`src/rtl/cai_submit_arbiter.sv`:
```
// Round-robin arbiter sharing one CAI submit port among N_REQ doorbell-counting requesters.
// Latency: doorbell at t -> grant decision at t+1 -> cai_submit_doorbell pulse at t+2; one descriptor in flight.
// Backpressure: doorbells queue in saturating per-requester counters (sticky overflow); optional watchdog under CAI_ARB_TIMEOUT_EN.
module cai_submit_arbiter #(
    parameter int N_REQ       = 4,
    parameter int CNT_W       = 4,
    parameter int TIMEOUT_CYC = 4096
) (
    input  logic                  clk,
    input  logic                  rst,
    input  logic [N_REQ-1:0]      req_doorbell,
    input  logic [N_REQ*64-1:0]   req_desc_base,
    input  logic [N_REQ*32-1:0]   req_ring_mask,
    input  logic [N_REQ*16-1:0]   req_context,
    output logic [N_REQ-1:0]      req_done,
    output logic [N_REQ-1:0]      req_overflow,
    output logic [63:0]           cai_submit_desc_base,
    output logic [31:0]           cai_submit_ring_mask,
    output logic [15:0]           cai_context_sel,
    output logic                  cai_submit_doorbell,
    input  logic                  cai_comp_doorbell,
    output logic                  busy,
    output logic [$clog2(N_REQ)-1:0] grant_id,
    output logic                  timeout
);

    localparam int GW = $clog2(N_REQ);
    localparam logic [CNT_W-1:0] CNT_MAX = '1;

    typedef enum logic [1:0] {
        IDLE      = 2'd0,
        GRANT     = 2'd1,
        WAIT_COMP = 2'd2
    } state_t;

    state_t            state;
    state_t            state_nxt;
    logic [CNT_W-1:0]  cnt [N_REQ];
    logic [GW-1:0]     rr_ptr;
    logic [GW-1:0]     rr_next;
    logic              found;
    logic [GW-1:0]     winner;
    logic [GW:0]       scan_sum;
    logic [GW-1:0]     scan_idx;
    logic              grant_fire;
    logic [N_REQ-1:0]  dec_vec;
    logic              comp_seen;
    logic              expire;

    // Round-robin search: first requester with pending work, starting at rr_ptr.
    always_comb begin
        found    = 1'b0;
        winner   = '0;
        scan_sum = '0;
        scan_idx = '0;
        for (int k = 0; k < N_REQ; k++) begin
            scan_sum = {1'b0, rr_ptr} + (GW+1)'(k);
            if (scan_sum >= (GW+1)'(N_REQ)) begin
                scan_sum = scan_sum - (GW+1)'(N_REQ);
            end
            scan_idx = scan_sum[GW-1:0];
            if (!found && (cnt[scan_idx] != '0)) begin
                found  = 1'b1;
                winner = scan_idx;
            end
        end
    end

    assign grant_fire = (state == IDLE) && found;
    assign comp_seen  = (state == WAIT_COMP) && cai_comp_doorbell;

    // Decrement strobe for the requester granted this cycle.
    always_comb begin
        dec_vec = '0;
        if (grant_fire) begin
            dec_vec[winner] = 1'b1;
        end
    end

    // Pointer that moves past the current winner, wrapping at N_REQ.
    always_comb begin
        rr_next = grant_id + 1'b1;
        if (grant_id == GW'(N_REQ - 1)) begin
            rr_next = '0;
        end
    end

`ifdef CAI_ARB_TIMEOUT_EN
    localparam int WD_W = $clog2(TIMEOUT_CYC + 1);
    logic [WD_W-1:0] wd_cnt;

    // Watchdog: counts WAIT_COMP cycles; cleared while in GRANT so it starts at 0 on entry.
    always_ff @(posedge clk) begin
        if (rst) begin
            wd_cnt <= '0;
        end else if (state == GRANT) begin
            wd_cnt <= '0;
        end else if (state == WAIT_COMP) begin
            wd_cnt <= wd_cnt + 1'b1;
        end
    end

    // A completion arriving in the expiry cycle takes priority over the abort.
    assign expire = (state == WAIT_COMP) && !cai_comp_doorbell &&
                    (wd_cnt == WD_W'(TIMEOUT_CYC - 1));

    // Registered one-cycle abort pulse, aligned with the return to IDLE.
    always_ff @(posedge clk) begin
        if (rst) begin
            timeout <= 1'b0;
        end else begin
            timeout <= expire;
        end
    end
`else
    assign expire  = 1'b0;
    assign timeout = 1'b0;
`endif

    // Next-state logic for the grant FSM.
    always_comb begin
        state_nxt = state;
        case (state)
            IDLE: begin
                if (found) begin
                    state_nxt = GRANT;
                end
            end
            GRANT: begin
                state_nxt = WAIT_COMP;
            end
            WAIT_COMP: begin
                if (cai_comp_doorbell || expire) begin
                    state_nxt = IDLE;
                end
            end
            default: begin
                state_nxt = IDLE;
            end
        endcase
    end

    // State register, grant latch, CAI port registers, completion pulse and RR pointer.
    always_ff @(posedge clk) begin
        if (rst) begin
            state                <= IDLE;
            rr_ptr               <= '0;
            grant_id             <= '0;
            cai_submit_desc_base <= '0;
            cai_submit_ring_mask <= '0;
            cai_context_sel      <= '0;
            req_done             <= '0;
        end else begin
            state    <= state_nxt;
            req_done <= '0;
            if (grant_fire) begin
                grant_id             <= winner;
                cai_submit_desc_base <= req_desc_base[int'(winner)*64 +: 64];
                cai_submit_ring_mask <= req_ring_mask[int'(winner)*32 +: 32];
                cai_context_sel      <= req_context[int'(winner)*16 +: 16];
            end
            if (comp_seen) begin
                req_done[grant_id] <= 1'b1;
                rr_ptr             <= rr_next;
            end else if (expire) begin
                rr_ptr <= rr_next;
            end
        end
    end

    // Per-requester pending counters: saturate at max and flag overflow stickily.
    always_ff @(posedge clk) begin
        if (rst) begin
            for (int i = 0; i < N_REQ; i++) begin
                cnt[i] <= '0;
            end
            req_overflow <= '0;
        end else begin
            for (int i = 0; i < N_REQ; i++) begin
                if (req_doorbell[i] && !dec_vec[i]) begin
                    if (cnt[i] == CNT_MAX) begin
                        req_overflow[i] <= 1'b1;
                    end else begin
                        cnt[i] <= cnt[i] + 1'b1;
                    end
                end else if (dec_vec[i] && !req_doorbell[i]) begin
                    cnt[i] <= cnt[i] - 1'b1;
                end
            end
        end
    end

    assign busy                = (state != IDLE);
    assign cai_submit_doorbell = (state == GRANT);

endmodule

```
`config.mk`:
```
export PLATFORM = sky130hd
export DESIGN_NAME = cai_submit_arbiter
export DESIGN_NICKNAME = d
export VERILOG_FILES = /design/src/rtl/cai_submit_arbiter.sv
export SDC_FILE = /design/constraint.sdc
export NUM_CORES = 1
export LEC_CHECK = 0
export ABC_AREA = 1
export CAP_MARGIN = 0
export CELL_PAD_IN_SITES_DETAIL_PLACEMENT = 0
export CELL_PAD_IN_SITES_GLOBAL_PLACEMENT = 1
export CORE_AREA = 2 2 224 226
export CTS_BUF_LIST = sky130_fd_sc_hd__clkbuf_8
export CTS_CLUSTER_SIZE = 10
export DETAILED_ROUTE_END_ITERATION = 7
export DIE_AREA = 0 0 226 228
export HOLD_SLACK_MARGIN = 0.03
export PLACE_DENSITY_LB_ADDON = 0.05
export SYNTH_ARGS = -nofsm -noshare
export SYNTH_HDL_FRONTEND = slang
export SYNTH_SLANG_ARGS = --single-unit
```
`constraint.sdc`:
```
create_clock -name clk -period 7 [get_ports clk]
set_input_delay 1.05 -clock clk [delete_from_list [all_inputs] [get_ports clk]]
set_output_delay 1.05 -clock clk [all_outputs]
set_load 0.01 [all_outputs]
```
Word level (Yosys, flattened, before mapping)
Memories as Yosys holds them, arrays and structs flattened.
Cells that the tools add are included.
{"block": "word_totals", "word_cells": 158, "ramBits": 16, "reg_bits": 126, "input_bits": 455, "mem_count": 1}
{"memory": "cnt", "depth": 4, "word_bits": 4, "read_ports": 8, "rd_clocked_by_memory_dff": 0, "write_ports": 4, "line_no": "38", "text": "logic [CNT_W-1:0] cnt [N_REQ];"}
{"block": "classes", "n_mux": 63, "add_sub_neg": 16, "reduce_logical": 38, "eq_ne": 9, "shifts": 3, "order_cmp": 8, "n_bitwise": 9}
{"cell": "$shiftx A256 B9 Y64", "n": 1}
{"cell": "$shiftx A128 B8 Y32", "n": 1}
{"cell": "$shiftx A64 B7 Y16", "n": 1}
{"cell": "$mux W1", "n": 40}
{"cell": "$mux W4", "n": 9}
{"cell": "$mux W2", "n": 11}
{"cell": "$add A4 B1 Y4 const B", "n": 4}
{"cell": "$eq A4 B4 Y1 const B", "n": 4}
{"cell": "$reduce_bool A4 Y1", "n": 4}
{"cell": "$sub A4 B1 Y4 const B", "n": 4}
{"cell": "$logic_and A1 B1 Y1", "n": 15}
{"cell": "$logic_not A1 Y1", "n": 11}
{"cell": "$reduce_and A2 Y1", "n": 5}
{"cell": "$ge A3 B3 Y1 const B", "n": 3}
{"cell": "$or A1 B1 Y1", "n": 8}
{"cell": "$sub A2 B1 Y2 const B", "n": 4}
{"cell": "$add A2 B2 Y3 const B", "n": 2}
{"cell": "$lt A2 B3 Y1 const B", "n": 2}
{"cell": "$pmux W2 S3", "n": 1}
{"cell": "$demux W1 S2", "n": 2}
{"cell": "$eq A2 B2 Y1 const B", "n": 2}
{"cell": "$ge A2 B1 Y1 const B", "n": 2}
{"cell": "$ne A2 B2 Y1 const B", "n": 2}
{"cell": "$add A2 B1 Y3 const B", "n": 1}
{"cell": "other kinds (7)", "n": 7}

Longest topological paths before layout
An unclocked memory read counts as a cell.
{"block": "logic_depth", "depth_word": 26, "depth_mapped": 23, "ltp_nobuf": 21}

Worst setup path before layout
No wires, ideal clock.
{"block": "synth_timing", "path_kind": "register -> register", "from": "mem cnt[3][2]", "to": "mem cnt[2][3], data pin", "t_arrival_ns": 2.647, "n_path_buf": 2, "setup_slack_ns": 4.086, "setup_time_ns": 0.268, "stages_incl_launch_ff": 20, "cell_sequence": "edfxtp_1 -> buf_2 -> nor2_1 -> nand2_1 -> nand2_1 -> nand3_1 -> nand2_1 -> inv_1 -> nor2_1 -> nand4_1 -> nand2_2 -> inv_2 -> buf_4 -> nand3_1 -> inv_1 -> ha_1 -> a21oi_1 -> nand2_1 -> xor2_1 -> mux2i_1"}
{"element": "from (decl)", "line_no": "38"}

==> reports/summary.txt <==
Fraction of synthesized cell area taken by the top area cell type: 21.66%
Number of unique standard cell types used by synthesis: 30
Number of iterations in the first detailed-routing pass: 5
Die outline width: 226 µm
Worst setup path endpoint: cnt[0][3]$_SDFFCE_PN0P_
Worst Hold Class: flop to flop
Critical Path Slowest Stage Cell: buf_4
Std-Cell Core Area: 49,350 µm²
Top delay family on crit path: simple AND/OR/NAND/NOR gates
Share of layout cells above drive strength 1: 2.407%
Die footprint: 51,530 µm²
First-pass GRT wire length: 87,490 µm
#FFs+latches synth: 144
Detailed-route via count: 14,206
Post-synthesis to final-layout area growth: 55.23%
Leakage power: 9.048 nW
Gate count after technology mapping: 2,013
Number of antenna violations at the first check in global routing: 24
Number of nets with antenna violations after detailed routing: 0
Global placement routability congestion: 0.8189
Ports: 580
Count of standard-cell rows: 82
Switching Share: 48.30%
Placed standard-cell area: 17,930 µm²
Internal power: 2.774 mW
Wire length per cell after detailed routing: 18.48 µm
Endpoints failing setup: 0
Path depth of the worst reg2reg path: 18
DRT iter0 DRCs: 700
Drt via density: 4.470
Most numerous cell on the critical path: nand2_1
Combinational group share of total power: 63.3%
DIE HEIGHT: 228 µm
Total power per unit cell area: 292.2 nW/µm²
Most numerous cell in the Yosys netlist: nand2_1
Total gr overflow: 0
Relative contribution of sequential cells to total power: 23.2%
Fraction of the core area covered by cells at the end of the flow: 37.21%
Post-layout instance area: 18,360 µm²
Worst setup path class: flop to flop
Highest attainable clock frequency: 0.2109 GHz
Remaining routing DRC violations: 0
Transition time at the pin with the least slew margin: 1.054 ns
Critical path endpoint category: flop
Filler instances: 5,387
Reg-to-reg setup timing slack: 2.26 ns
Setup_tns: 0 ns
Longest Clk Path Bufs: 2
Starting density of the core: 23.97%
CP peak stage delay: 0.91 ns
Post-route clock period utilization: 67.73%
Maximum number of pins on one net before global-route repair: 151
Min cycle time layout: 4.741 ns
Nets: 2,950
Worst clock skew: 0.01952 ns
Capturing point of the worst reg2reg path: cnt[0][3]$_SDFFCE_PN0P_
Total clock buffers created by CTS: 17
Cell area after synthesis: 11,830 µm²
Htree depth: 4
Setup repair after global routing missed its margin: false
Cells traversed along the worst timing path: nor2_1 > nor2_2 > nand3_1 > nand2_1 > nand2_1 > nor2_1 > nand4_1 > nand2_4 > buf_4 > nand3_1 > inv_1 > ha_1 > a21oi_1 > nand2_1 > xnor2_1 > nand2_1 > nand2_1 > inv_1
Clock transition at the registers of the reported paths: 0.09 ns
Fin. max-slew vios: 0
Share of synthesized area occupied by flip-flops and latches: 25.72%
Port Buffer Count: 578
Final-report hold violation count: 0
Critical path startpoint: rr_ptr[0]$_SDFFE_PP0P_
Worst flop-to-flop path startpoint: rr_ptr[0]$_SDFFE_PP0P_
Largest area contributor in the synthesized netlist: dfxtp_1
Total nets after synthesis: 2,483
Critical path buffer and inverter count: 3
Share of synthesized flip-flops with an asynchronous set or reset: 0%
Overall Global Routing Usage: 22.55%
Peak supply drop: 204.2 µV
Commonest cells in the synthesized netlist: nand2_1 (411), inv_1 (381), nand3_1 (374), nor2_1 (255), nand3b_1 (225)
Vias in the first global route: 14,023
Count of synthesis-stage warnings from yosys: 0
Clock power share: 13.6%
Relative max-transition margin: 29.72%
Setup Fix Bufs, Post-CTS: 0
CTS resizes: 0
Synth area leaders: dfxtp_1 (22%), nand3_1 (16%), nand3b_1 (14%), nand2_1 (13%), inv_1 (12%)
Critical path data arrival time: 5.06 ns
CTS tree: done
Psw: 2.592 mW
Total length of routed wires: 58,720 µm
DPL Wire Length: 42,840 µm
Worst path depth: 18
Ys flop type: dfxtp_1
Status: finished clean
Critical path startpoint category: flop
Clock sink count: 144
Clock insertion delay at the later pin of the skew report: 0.55 ns
Syn avg cell area: 5.877 µm²
Number of violations of the max-capacitance limit: 0
Root buffer cell: clkbuf_8
Top fanout value on the critical path: 78
Post-cts hold buffer count: 0
Number of enable-type register cells in the synthesized netlist: 16
Required time reported for the critical path endpoint: 7.32 ns
power groups by stage:
stage	Combinational [mW]	Sequential [mW]	Clock, mW
final	3.39	1.24	0.729
after global routing	3.81	1.28	0.799
after CTS	3.47	1.25	0.771
after detailed placement	3.45	1.26	0
after global placement	3.45	1.25	0
after floorplan	1.99	1.34	0
cells by family (layout without fill, tap and decap cells):
| family | after synthesis | after routing | synth area share [%] |
|---|---|---|---|
| other cells | 1 | 14 | 0.03170 |
| compound gates | 32 | 32 | 1.512 |
| buf+inv | 527 | 1007 | 18.02 |
| simple gates | 1284 | 1284 | 52.18 |
| fa+ha+maj | 15 | 15 | 1.777 |
| flops | 144 | 144 | 25.72 |
| xor+xnor | 9 | 9 | 0.6664 |
| mux | 1 | 1 | 0.08461 |
worst min-delay path by stage:
stage                                             from                            to  slack, ns  cells after the start
final                     req_overflow[2]$_SDFFE_PP0P_  req_overflow[2]$_SDFFE_PP0P_       0.46                      2
after global routing      req_overflow[3]$_SDFFE_PP0P_  req_overflow[3]$_SDFFE_PP0P_       0.48                      2
after CTS                 req_overflow[0]$_SDFFE_PP0P_  req_overflow[0]$_SDFFE_PP0P_       0.46                      2
after detailed placement  req_overflow[0]$_SDFFE_PP0P_  req_overflow[0]$_SDFFE_PP0P_       0.44                      2
after global placement    req_overflow[2]$_SDFFE_PP0P_  req_overflow[2]$_SDFFE_PP0P_       0.44                      2
after floorplan           req_overflow[0]$_SDFFE_PP0P_  req_overflow[0]$_SDFFE_PP0P_       0.47                      2
worst register-to-register path, stage by stage, from the launching register on:
cell and delay [ns]:
dfxtp_1 0.59, nor2_1 0.15, nor2_2 0.30, nand3_1 0.15
nand2_1 0.10, nand2_1 0.10, nor2_1 0.16, nand4_1 0.17
nand2_4 0.47, buf_4 0.97, nand3_1 0.35, inv_1 0.17
ha_1 0.28, a21oi_1 0.14, nand2_1 0.07, xnor2_1 0.18
nand2_1 0.08, nand2_1 0.06, inv_1 0.03
cells in the final DEF, fill, tap and decap left out, drive strengths merged:
cell           count
clkinvlp           4
conb               1
a21oi             18
mux2i              1
nand4              7
nor4               1
fa                 3
inv              389
nand3            374
bufinv             2
nor3               5
clkbuf            18
a211oi             2
ha                12
dfxtp            128
xor2               7
nand3b           225
xnor2              2
buf               12
clkinv             5
edfxtp            16
diode             13
o21a               1
nor2             258
o21ai             11
nand2            414
clkdlybuf4s50    577
metrics by stage:
stage | total power [mW] | cells | hold WS (ns) | worst slack (ns)
after global routing | 5.889 | 3171 | 0.4823 | 1.731
after detailed placement | 4.711 | 3133 | 0.4439 | 2.254
final | 5.366 | 3178 | 0.4561 | 2.259
after CTS | 5.489 | 3165 | 0.4585 | 2.206
after floorplan | 3.330 | 2013 | 0.4740 | 4.086
after global placement | 4.704 | 3133 | 0.4377 | 2.229
flip-flops by register name (all words and copies together) (netlist names), named ones only:
name	count
grant_id	2
req_overflow	4
cai_submit_ring_mask	32
state	2
cai_submit_desc_base	64
cai_context_sel	16
rr_ptr	2
cnt	16
req_done	4
layout make-up:
type,count,area (µm²),area share (%)
Multi-Input combinational cell,1342,6703,36.50
Timing Repair Buffer,589,5891,32.08
Sequential cell,144,3043,16.57
Inverter,386,1451,7.903
Tap cell,672,840.8,4.579
Clock buffer,18,247.7,1.349
Clock inverter,14,155.1,0.8449
Antenna cell,13,32.53,0.1771
metal layers:
metal	GRT usage (%)	share of wire (%)	routed length, µm
met2	38.97	49	28640
met3	8.591	8.5	4973
met1	25.69	41	23940
met4	6.333	1.7	1011
met5	0	0.27	158
Power figures use the tool's default switching activity.
